--- src/rtl/universal_shift_reg_if.sv ---
// Data-side bundle of the universal shift register: load data, opcode,
// serial-in bits and the registered output.
interface universal_shift_reg_if #(
    parameter int N = 8
);
    localparam int SW = $clog2(N);

    logic [N-1:0]  D;
    logic [SW-1:0] S;
    logic          MSBin;
    logic          LSBin;
    logic [N-1:0]  Q;

    modport master (
        output D,
        output S,
        output MSBin,
        output LSBin,
        input  Q
    );

    modport slave (
        input  D,
        input  S,
        input  MSBin,
        input  LSBin,
        output Q
    );
endinterface

--- src/rtl/universal_shift_reg.sv ---
// N-bit universal shift register: hold, load, and logical/rotate/arithmetic
// shifts in both directions, selected each clock by the low three opcode bits.
module universal_shift_reg #(
    parameter int N = 8
) (
    input  logic                 clk,
    input  logic                 clear,
    universal_shift_reg_if.slave bus
);

    typedef enum logic [2:0] {
        OP_NOP  = 3'd0,
        OP_LOAD = 3'd1,
        OP_LSR  = 3'd2,
        OP_LSL  = 3'd3,
        OP_RR   = 3'd4,
        OP_RL   = 3'd5,
        OP_ASR  = 3'd6,
        OP_ASL  = 3'd7
    } opcode_e;

    logic [N-1:0] qReg;
    logic [N-1:0] qNext;
    opcode_e      op;

    // Opcode bits above [2] only exist for wider registers and carry no meaning.
    assign op = opcode_e'(bus.S[2:0]);

    always_comb begin
        qNext = qReg;
        case (op)
            OP_NOP:  qNext = qReg;
            OP_LOAD: qNext = bus.D;
            OP_LSR:  qNext = {bus.MSBin, qReg[N-1:1]};
            OP_LSL:  qNext = {qReg[N-2:0], bus.LSBin};
            OP_RR:   qNext = {qReg[0], qReg[N-1:1]};
            OP_RL:   qNext = {qReg[N-2:0], qReg[N-1]};
            OP_ASR:  qNext = {qReg[N-1], qReg[N-1:1]};
            OP_ASL:  qNext = {qReg[N-2:0], 1'b0};
            default: qNext = qReg;
        endcase
    end

    // Clear is asynchronous and overrides every opcode while low.
    always_ff @(posedge clk or negedge clear) begin
        if (!clear) begin
            qReg <= '0;
        end else begin
            qReg <= qNext;
        end
    end

    assign bus.Q = qReg;

endmodule

--- src/flat_wrapper.sv ---
// flat-port wrapper written by rule: the top's interface ports become plain ports
module universal_shift_reg_flat 
#(
    parameter int N = 8
)
  (clk, clear, bus_D, bus_S, bus_MSBin, bus_LSBin, bus_Q);
  universal_shift_reg_if #(.N(N)) bus_i ();
  input  logic clk;
  input  logic clear;
  input wire logic [$bits(bus_i.D)-1:0] bus_D;
  input wire logic [$bits(bus_i.S)-1:0] bus_S;
  input wire logic [$bits(bus_i.MSBin)-1:0] bus_MSBin;
  input wire logic [$bits(bus_i.LSBin)-1:0] bus_LSBin;
  output wire logic [$bits(bus_i.Q)-1:0] bus_Q;
  assign bus_i.D = bus_D;
  assign bus_i.S = bus_S;
  assign bus_i.MSBin = bus_MSBin;
  assign bus_i.LSBin = bus_LSBin;
  assign bus_Q = bus_i.Q;
  universal_shift_reg #(.N(N)) u_core (.clk(clk), .clear(clear), .bus(bus_i));
endmodule
--- config.mk ---
export PLATFORM = sky130hd
export DESIGN_NAME = universal_shift_reg_flat
export DESIGN_NICKNAME = d
export VERILOG_FILES = /design/src/rtl/universal_shift_reg_if.sv /design/src/rtl/universal_shift_reg.sv /design/src/flat_wrapper.sv
export SDC_FILE = /design/constraint.sdc
export NUM_CORES = 1
export LEC_CHECK = 0
export CAP_MARGIN = 20
export CORE_AREA = 5 5 42 44
export CTS_BUF_LIST = sky130_fd_sc_hd__clkbuf_8
export DETAILED_ROUTE_END_ITERATION = 6
export DIE_AREA = 0 0 47 49
export PLACE_DENSITY = 0.81
export SYNTH_ARGS = -nofsm -noshare
export SYNTH_HDL_FRONTEND = slang
export SYNTH_SLANG_ARGS = --single-unit
--- constraint.sdc ---
create_clock -name clk -period 2.3 [get_ports clk]
set_clock_uncertainty 0.1 [all_clocks]
set_input_delay 0.345 -clock clk [delete_from_list [all_inputs] [get_ports clk]]
set_output_delay 0.345 -clock clk [all_outputs]
set_load 0.05 [all_outputs]
-- Word-level counts from Yosys, hierarchy flattened
Cells that the tools add are included.
- register bits: 8
- logic and storage cells: 14
- bitwise operators: 2
- multiplexer cells: 1
- reductions and logical operators: 2
- eq/ne operators: 7
- operators by type and width (operator ; count):
    $pmux 8 s7 ; 1
    $eq 3x3->1 const B ; 4
    $eq 3x2->1 const B ; 2
    $eq 3x1->1 const B ; 1
    $logic_not 3->1 ; 1
    $not 1->1 ; 2
    $reduce_and 2->1 ; 1

-- Longest topological paths before layout
Gate-level depths: netlist of run 1.
- depth after elaboration: 3
- gate-level depth with buffers: 3
- gate-level depth less buffers: 3

-- Least setup slack after synthesis of run 1
OpenSTA, ideal clock, no wires.
- path type: flip-flop to flip-flop
- from: reg u_core.bus.Q[7] (netlist name)
- to: reg u_core.qReg[7] (netlist: u_core.bus.Q[7])
- setup slack: 0.864 ns
- arrival time: 1.196 ns
- clock period less this slack: 1.436 ns
- path buffers: 0
- data required time: 2.060 ns
- stages on the path, launching flop included: 4
- path through: dfrtp_1 nor2b_1 a2111oi_0 a211oi_1
- RTL lines (element ; line ; text):
    end signal, assigned ; universal_shift_reg.sv:49 ; qReg <= qNext;
    end, declared ; universal_shift_reg.sv:22 ; logic [N-1:0] qReg;

-- Final worst setup path of run 1
- from: reg u_core.qReg[7] (netlist: u_core.bus.Q[7])
- to: out bus_Q[7]
- RTL lines (element ; line ; text):
    end, declared ; flat_wrapper.sv:14 ; output wire logic [$bits(bus_i.Q)-1:0] bus_Q;
No word-level cell between the ends.

==> implementation parameters, run 1 <==
Parameter                              Value

Setup path
  Crit-path slowest cell ... sky130_fd_sc_hd__clkdlybuf4s50_1
  Crit path launch ... u_core.bus.Q[7]
  WS Path Type ... reg2out
  Crit start category ... register
  Reg-to-reg slack, setup ... 1.00 ns
  Cell family with the largest share of critical-path delay ... buffers and inverters
  CP arrival ... 1.45 ns
  CP Capture Type ... output pin
  WP data required ... 1.86 ns
  Largest fanout of any net on the critical path ... 5
  Cells on worst reg2reg path ... 3
  RR Endpoint ... u_core.bus.Q[7]
  Origin of the critical flop-to-flop path ... u_core.bus.Q[7]
  Critical-path cell list ... clkdlybuf4s50_1
  Number of buffer and inverter instances along the worst setup path ... 1
  Crit. path cell count ... 1
  Critical path capture point ... bus_Q[7]
  Crit-path max cell delay ... 0.83 ns

Timing
  Achievable Freq ... 0.528 GHz
  Setup TNS Final ... 0 ns
  Setup-violating endpoint count in the final report ... 0
  Worst slew margin relative to its limit ... 66.2%
  Slew Viols, Final ... 0
  Worst hold margin ... 0.299 ns
  Minimum period implied by the final worst setup slack ... ~1.9 ns
  Share of the clock period used by the worst path after layout ... 82.4%
  RSZ-0062 raised after global routing ... false
  Slew at the pin with the worst max-slew slack ... 0.506 ns
  Number of hold-slack violations in the final timing report ... 0

Synth
  Netlist Area Pre-Place ... 462 um^2
  Distinct cells, synth ... 14
  Mapped Cells ... 27
  Synth Register Bits ... 8
  Share of Yosys cell area claimed by the top area cell type ... 43.4%
  Post-synth top area cell ... sky130_fd_sc_hd__dfrtp_1
  Sequential fraction of the synthesis area ... between 40% and 50%
  Post-Synthesis Net Count ... between 40 and 50
  Synth area leaders ... sky130_fd_sc_hd__dfrtp_1 (43%), sky130_fd_sc_hd__mux4_1 (23%), sky130_fd_sc_hd__mux4_2 (9.8%), sky130_fd_sc_hd__mux2_2 (4.9%), sky130_fd_sc_hd__mux2i_1 (4.3%)
  Synth Warn # ... 0
  Post-synthesis average cell area ... 17.1 um^2

Cells and area
  Storage cell area ... 200 um^2
  Fillcell total ... 128
  End-of-flow core utilization ... 52.7%
  Fraction of final layout cells with drive strength greater than 1 ... between 10% and 20%
  Number of diodes ... 0
  Commonest cells after routing, fill and taps aside ... sky130_fd_sc_hd__clkdlybuf4s50_1 (22), sky130_fd_sc_hd__dfrtp_1 (8), sky130_fd_sc_hd__mux4_1 (4), sky130_fd_sc_hd__clkbuf_8 (3)
  Combined area of the multi-input logic cells ... 256 um^2
  Net count of the finished layout ... 68
  Area added between synthesis and finish ... 59.9%
  Number of flip-flops under the largest register name ... 8
  Final Instance Area ... about 740 um^2
  Most frequent standard cell in the layout excluding fill and tap cells ... sky130_fd_sc_hd__clkdlybuf4s50_1

Global routing
  Number of antenna violations at the first check in global routing ... 0
  GR met1 Demand/Resource ... 15.2%
  Total global-route track usage ... 10.6%
  Global-route wire length before repair ... 1680 um
  Final global-route overflow total ... 0
  Grt met2 use ... 12.2%
  Number of global-route vias before repair ... 370
  Largest net degree at the start of global routing ... 12
  Met3 routing resource usage after global routing ... 5.90%
  Layer carrying the most global-route usage ... met1

Floorplan
  Initial standard-cell utilization of the core ... between 30% and 40%
  # rows ... 14
  Die area ... between 2000 and 2500 um^2
  Count of boundary I/O pins ... 23
  Core region area ... between 1000 and 1500 um^2
  Die span in x ... 47 um
  Die H ... 49 um

Detailed routing
  Drt drc ... 0
  Routed vias/inst ... 5.52
  DR pass1 iterations ... 4
  Number of DRC markers after the initial detailed-route iteration ... 14
  Final wirelength ... 1030 um
  Vias post-DR ... 370
  Post-DR wirelength/cell ... around 15 um
  Antenna Violating Nets Remaining ... 0

Clock network
  CTS HTree Levels ... 1
  Hold-fix buffer count after cts ... 0
  Number of resized instances in the post-cts repair step ... 0
  Register clock-pin slew on the reported worst setup and hold paths ... about 0.040 ns
  TritonCTS buffer count ... 3
  CTS Root Cell ... sky130_fd_sc_hd__clkbuf_8
  Number of clock sinks ... 8
  Clock latency on the worst-skew pair ... 0.22 ns
  Setup bufs post-CTS ... 0
  Max Buffers Root-to-Sink ... 2
  CTS tree ... built

Min path
  Worst min path class ... in2async

Power
  Post-route total power ... 0.737 mW
  Reported leakage power ... between 0.2 and 0.3 nW
  IR Drop Worst-Case VDD ... 0.383 mV
  Power Density ... between 900 and 1000 nW/um^2

Placement
  Standard cell area after detailed placement ... 697 um^2
  Port buffer count ... 22
  RePlAce Congestion ... 0.651

Status
  Result of the run ... completed

Run
  Max cap viols ... 0
==> synthesized netlist by cell type (all sizes together) <==
| library cell | number |
|---|---|
| dfrtp | 8 |
| mux4 | 6 |
| mux2 | 2 |
| mux2i | 2 |
| a2111oi | 1 |
| a211oi | 1 |
| buf | 1 |
| nand3b | 1 |
| nor2 | 1 |
| nor2b | 1 |
| nor3b | 1 |
| o211ai | 1 |
| o21a | 1 |
==> through the flow <==
step	instances	setup slack (ns)
finish	67	0.405
CTS	67	0.396
detailed placement	64	0.360
floorplan	27	0.864
global route	67	0.340
global placement	64	0.367
==> final cells by class <==
class	count	area share (%)
flip-flops and latches	8	27.1
multi-input cells	18	34.7
repair buffers	22	29.8
well taps	16	2.71
clock buffers	3	5.59
==> power breakdown <==
| part | switching, mW | internal [mW] | total, mW |
|---|---|---|---|
| clock | 0.0501 | 0.113 | 0.163 |
| sequential | 0.0401 | 0.183 | 0.223 |
| combinational | 0.196 | 0.155 | 0.351 |
| total | 0.286 | 0.451 | 0.737 |
==> worst min path at each step <==
stage                     slack [ns]              end
after floorplan                -0.05  u_core.bus.Q[0]
after global placement          0.53  u_core.bus.Q[5]
after detailed placement        0.53  u_core.bus.Q[4]
after CTS                       0.31  u_core.bus.Q[6]
after global routing            0.34  u_core.bus.Q[6]
final                           0.30  u_core.bus.Q[6]
==> kinds of logic after synthesis <==
kind of cell | share of synthesized area (%)
simple gates | 7.05
flops | 43.4
compound gates | 6.78
mux | 41.7
buf+inv | 1.08
==> metal layers <==
layer / up-vias / wire length, um
met5: - / 0
met2: 25 / 392
met4: 0 / 0
li1: 165 / -
met1: 180 / 470
met3: 0 / 170
Note: power is estimated with default switching activity, not from simulation.
==> inputs of run 2 (changes only) <==
clock period = 1.95 ns   (was 2.3 ns; I/O delays follow)
==> implementation parameters, run 2 (synthesis gave the netlist of run 1 again) <==
Parameter                              Value

Status
  Result of the run ... completed

Timing
  Setup TNS Final ... 0 ns (unchanged)
  Slew Viols, Final ... 0 (unchanged)
  RSZ-0062 raised after global routing ... false
  Achievable Freq ... 0.546 GHz
  Worst hold margin ... 0.253 ns (-0.0462 ns)
  Minimum period implied by the final worst setup slack ... 1.83 ns
  Share of the clock period used by the worst path after layout ... about 94%
  Slew at the pin with the worst max-slew slack ... 0.503 ns (-0.00330 ns)
  Number of hold-slack violations in the final timing report ... 0 (unchanged)
  Worst slew margin relative to its limit ... 66.4% (+0.22 points)
  Slack of the critical path ... 0.120 ns (-0.285 ns)
  Setup-violating endpoint count in the final report ... 0 (unchanged)

Cells and area
  Post-route insts no fill ... 69 (+3.0%)
  Fraction of final layout cells with drive strength greater than 1 ... 22.6% (+7.0 points)
  Commonest cells after routing, fill and taps aside ... sky130_fd_sc_hd__clkdlybuf4s50_1 (20), sky130_fd_sc_hd__dfrtp_1 (8), sky130_fd_sc_hd__mux4_1 (4), sky130_fd_sc_hd__buf_4 (4), sky130_fd_sc_hd__clkbuf_8 (3)
  Fillcell total ... 137 (+7.0%)
  Final Instance Area ... 748 um^2 (+1.4%)
  Most frequent standard cell in the layout excluding fill and tap cells ... sky130_fd_sc_hd__clkdlybuf4s50_1
  Number of flip-flops under the largest register name ... 8 (unchanged)
  Net count of the finished layout ... 70 (+2.9%)
  Area added between synthesis and finish ... 62.1%
  Number of diodes ... 0 (unchanged)

Clock network
  Max Buffers Root-to-Sink ... 2 (unchanged)
  Number of resized instances in the post-cts repair step ... 0 (unchanged)
  Setup bufs post-CTS ... 0 (unchanged)
  TritonCTS buffer count ... 3 (unchanged)
  Hold-fix buffer count after cts ... 0 (unchanged)
  Register clock-pin slew on the reported worst setup and hold paths ... 0.04 ns (about the same)
  CTS tree ... built
  Number of clock sinks ... 8 (unchanged)
  CTS Root Cell ... sky130_fd_sc_hd__clkbuf_8
  CTS HTree Levels ... 1 (unchanged)
  Clock latency on the worst-skew pair ... 0.23 ns (about the same)

Floorplan
  Initial standard-cell utilization of the core ... 32.9% (unchanged)
  Die H ... 49 um (unchanged)
  Die area ... 2300 um^2 (unchanged)
  Core region area ... 1400 um^2 (unchanged)
  Die span in x ... 47 um (unchanged)
  # rows ... 14 (unchanged)
  Count of boundary I/O pins ... 23 (unchanged)

Global routing
  Total global-route track usage ... 11.5% (+0.93 points)
  Final global-route overflow total ... 0 (unchanged)
  Global-route wire length before repair ... 1830 um (+8.6%)
  Number of global-route vias before repair ... 411 (+11%)
  Number of antenna violations at the first check in global routing ... 0 (unchanged)
  Largest net degree at the start of global routing ... 9 (-3)

Power
  Power Density ... 1170 nW/um^2 (+18%)
  Reported leakage power ... 0.293 nW (+4.1%)
  IR Drop Worst-Case VDD ... 0.409 mV (+6.6%)

Placement
  Setup Slack @ Placement ... 0.0917 ns (-0.268 ns)
  RePlAce Congestion ... 0.674 (+3.6%)
  Placed wire-length estimate after detailed placement ... 954 um
  Port buffer count ... 22 (unchanged)
  Standard cell area after detailed placement ... 707 um^2 (+1.4%)
  Cell total after placement ... 66 (+3.1%)

Min path
  Worst min path class ... in2async

Detailed routing
  Drt drc ... 0 (unchanged)
  DR pass1 iterations ... 4 (unchanged)
  Post-DR wirelength/cell ... 17.2 um (+12%)
  Antenna Violating Nets Remaining ... 0 (unchanged)
  Routed vias/inst ... 5.43 (-1.6%)
  Vias post-DR ... 375 (+1.4%)
  Number of DRC markers after the initial detailed-route iteration ... 13 (-1)
  Final wirelength ... 1190 um (+15%)

Setup path
  Crit-path max cell delay ... 0.83 ns (about the same)
  Number of buffer and inverter instances along the worst setup path ... 1 (unchanged)
  WP data required ... 1.56 ns (-0.30 ns)
  CP Capture Type ... output pin
  Crit-path slowest cell ... sky130_fd_sc_hd__clkdlybuf4s50_1
  Largest fanout of any net on the critical path ... 4 (-1)
  WS Path Type ... reg2out
  Crit start category ... register
  CP arrival ... 1.44 ns (about the same)
  Critical-path cell list ... clkdlybuf4s50_1
  Cell family with the largest share of critical-path delay ... buffers and inverters

Run
  Max cap viols ... 0 (unchanged)
[run 2: per-stage QoR]
stage               utilization, %  power (mW)
floorplan                        -       0.525
global placement              50.4       0.678
detailed placement            50.4       0.688
CTS                           53.4       0.893
global route                  53.4       0.923
finish                        53.4       0.879
[run 2: power by group]
| part | leakage [nW] | switching (mW) | total [mW] | internal, mW |
|---|---|---|---|---|
| logic | 0.179 | 0.233 | 0.415 | 0.181 |
| registers | 0.0928 | 0.0503 | 0.266 | 0.216 |
| clock network | 0.0216 | 0.0642 | 0.198 | 0.134 |
[run 2: final timing paths]
check                           cells after the start  slack [ns]               to            start
worst max-delay path                                1        0.12         bus_Q[2]  u_core.bus.Q[2]
worst min-delay path                                1        0.25  u_core.bus.Q[1]            clear
worst max register to register                      3        0.68  u_core.bus.Q[7]  u_core.bus.Q[7]
worst min register to register                      1        0.53  u_core.bus.Q[1]  u_core.bus.Q[0]
max in group asynchronous                           1        1.23  u_core.bus.Q[7]            clear
min in group clk                                    1        0.53  u_core.bus.Q[1]  u_core.bus.Q[0]
[run 2: per-layer routing]
| metal | vias up | wire, um | track usage, % |
|---|---|---|---|
| li1 | 171 | - | - |
| met1 | 175 | 474 | 15.2 |
| met2 | 27 | 503 | 15.6 |
| met3 | 2 | 192 | 4.06 |
| met4 | 0 | 16 | 6.91 |
| met5 | - | 0 | 0 |
[run 2: layout make-up]
cell class                      count  area (um^2)  share of cell area, %
Multi-Input combinational cell     18          256                   34.3
Timing Repair Buffer               24          230                   30.8
Sequential cell                     8          200                   26.8
Clock buffer                        3         41.3                   5.52
Tap cell                           16         20.0                   2.68
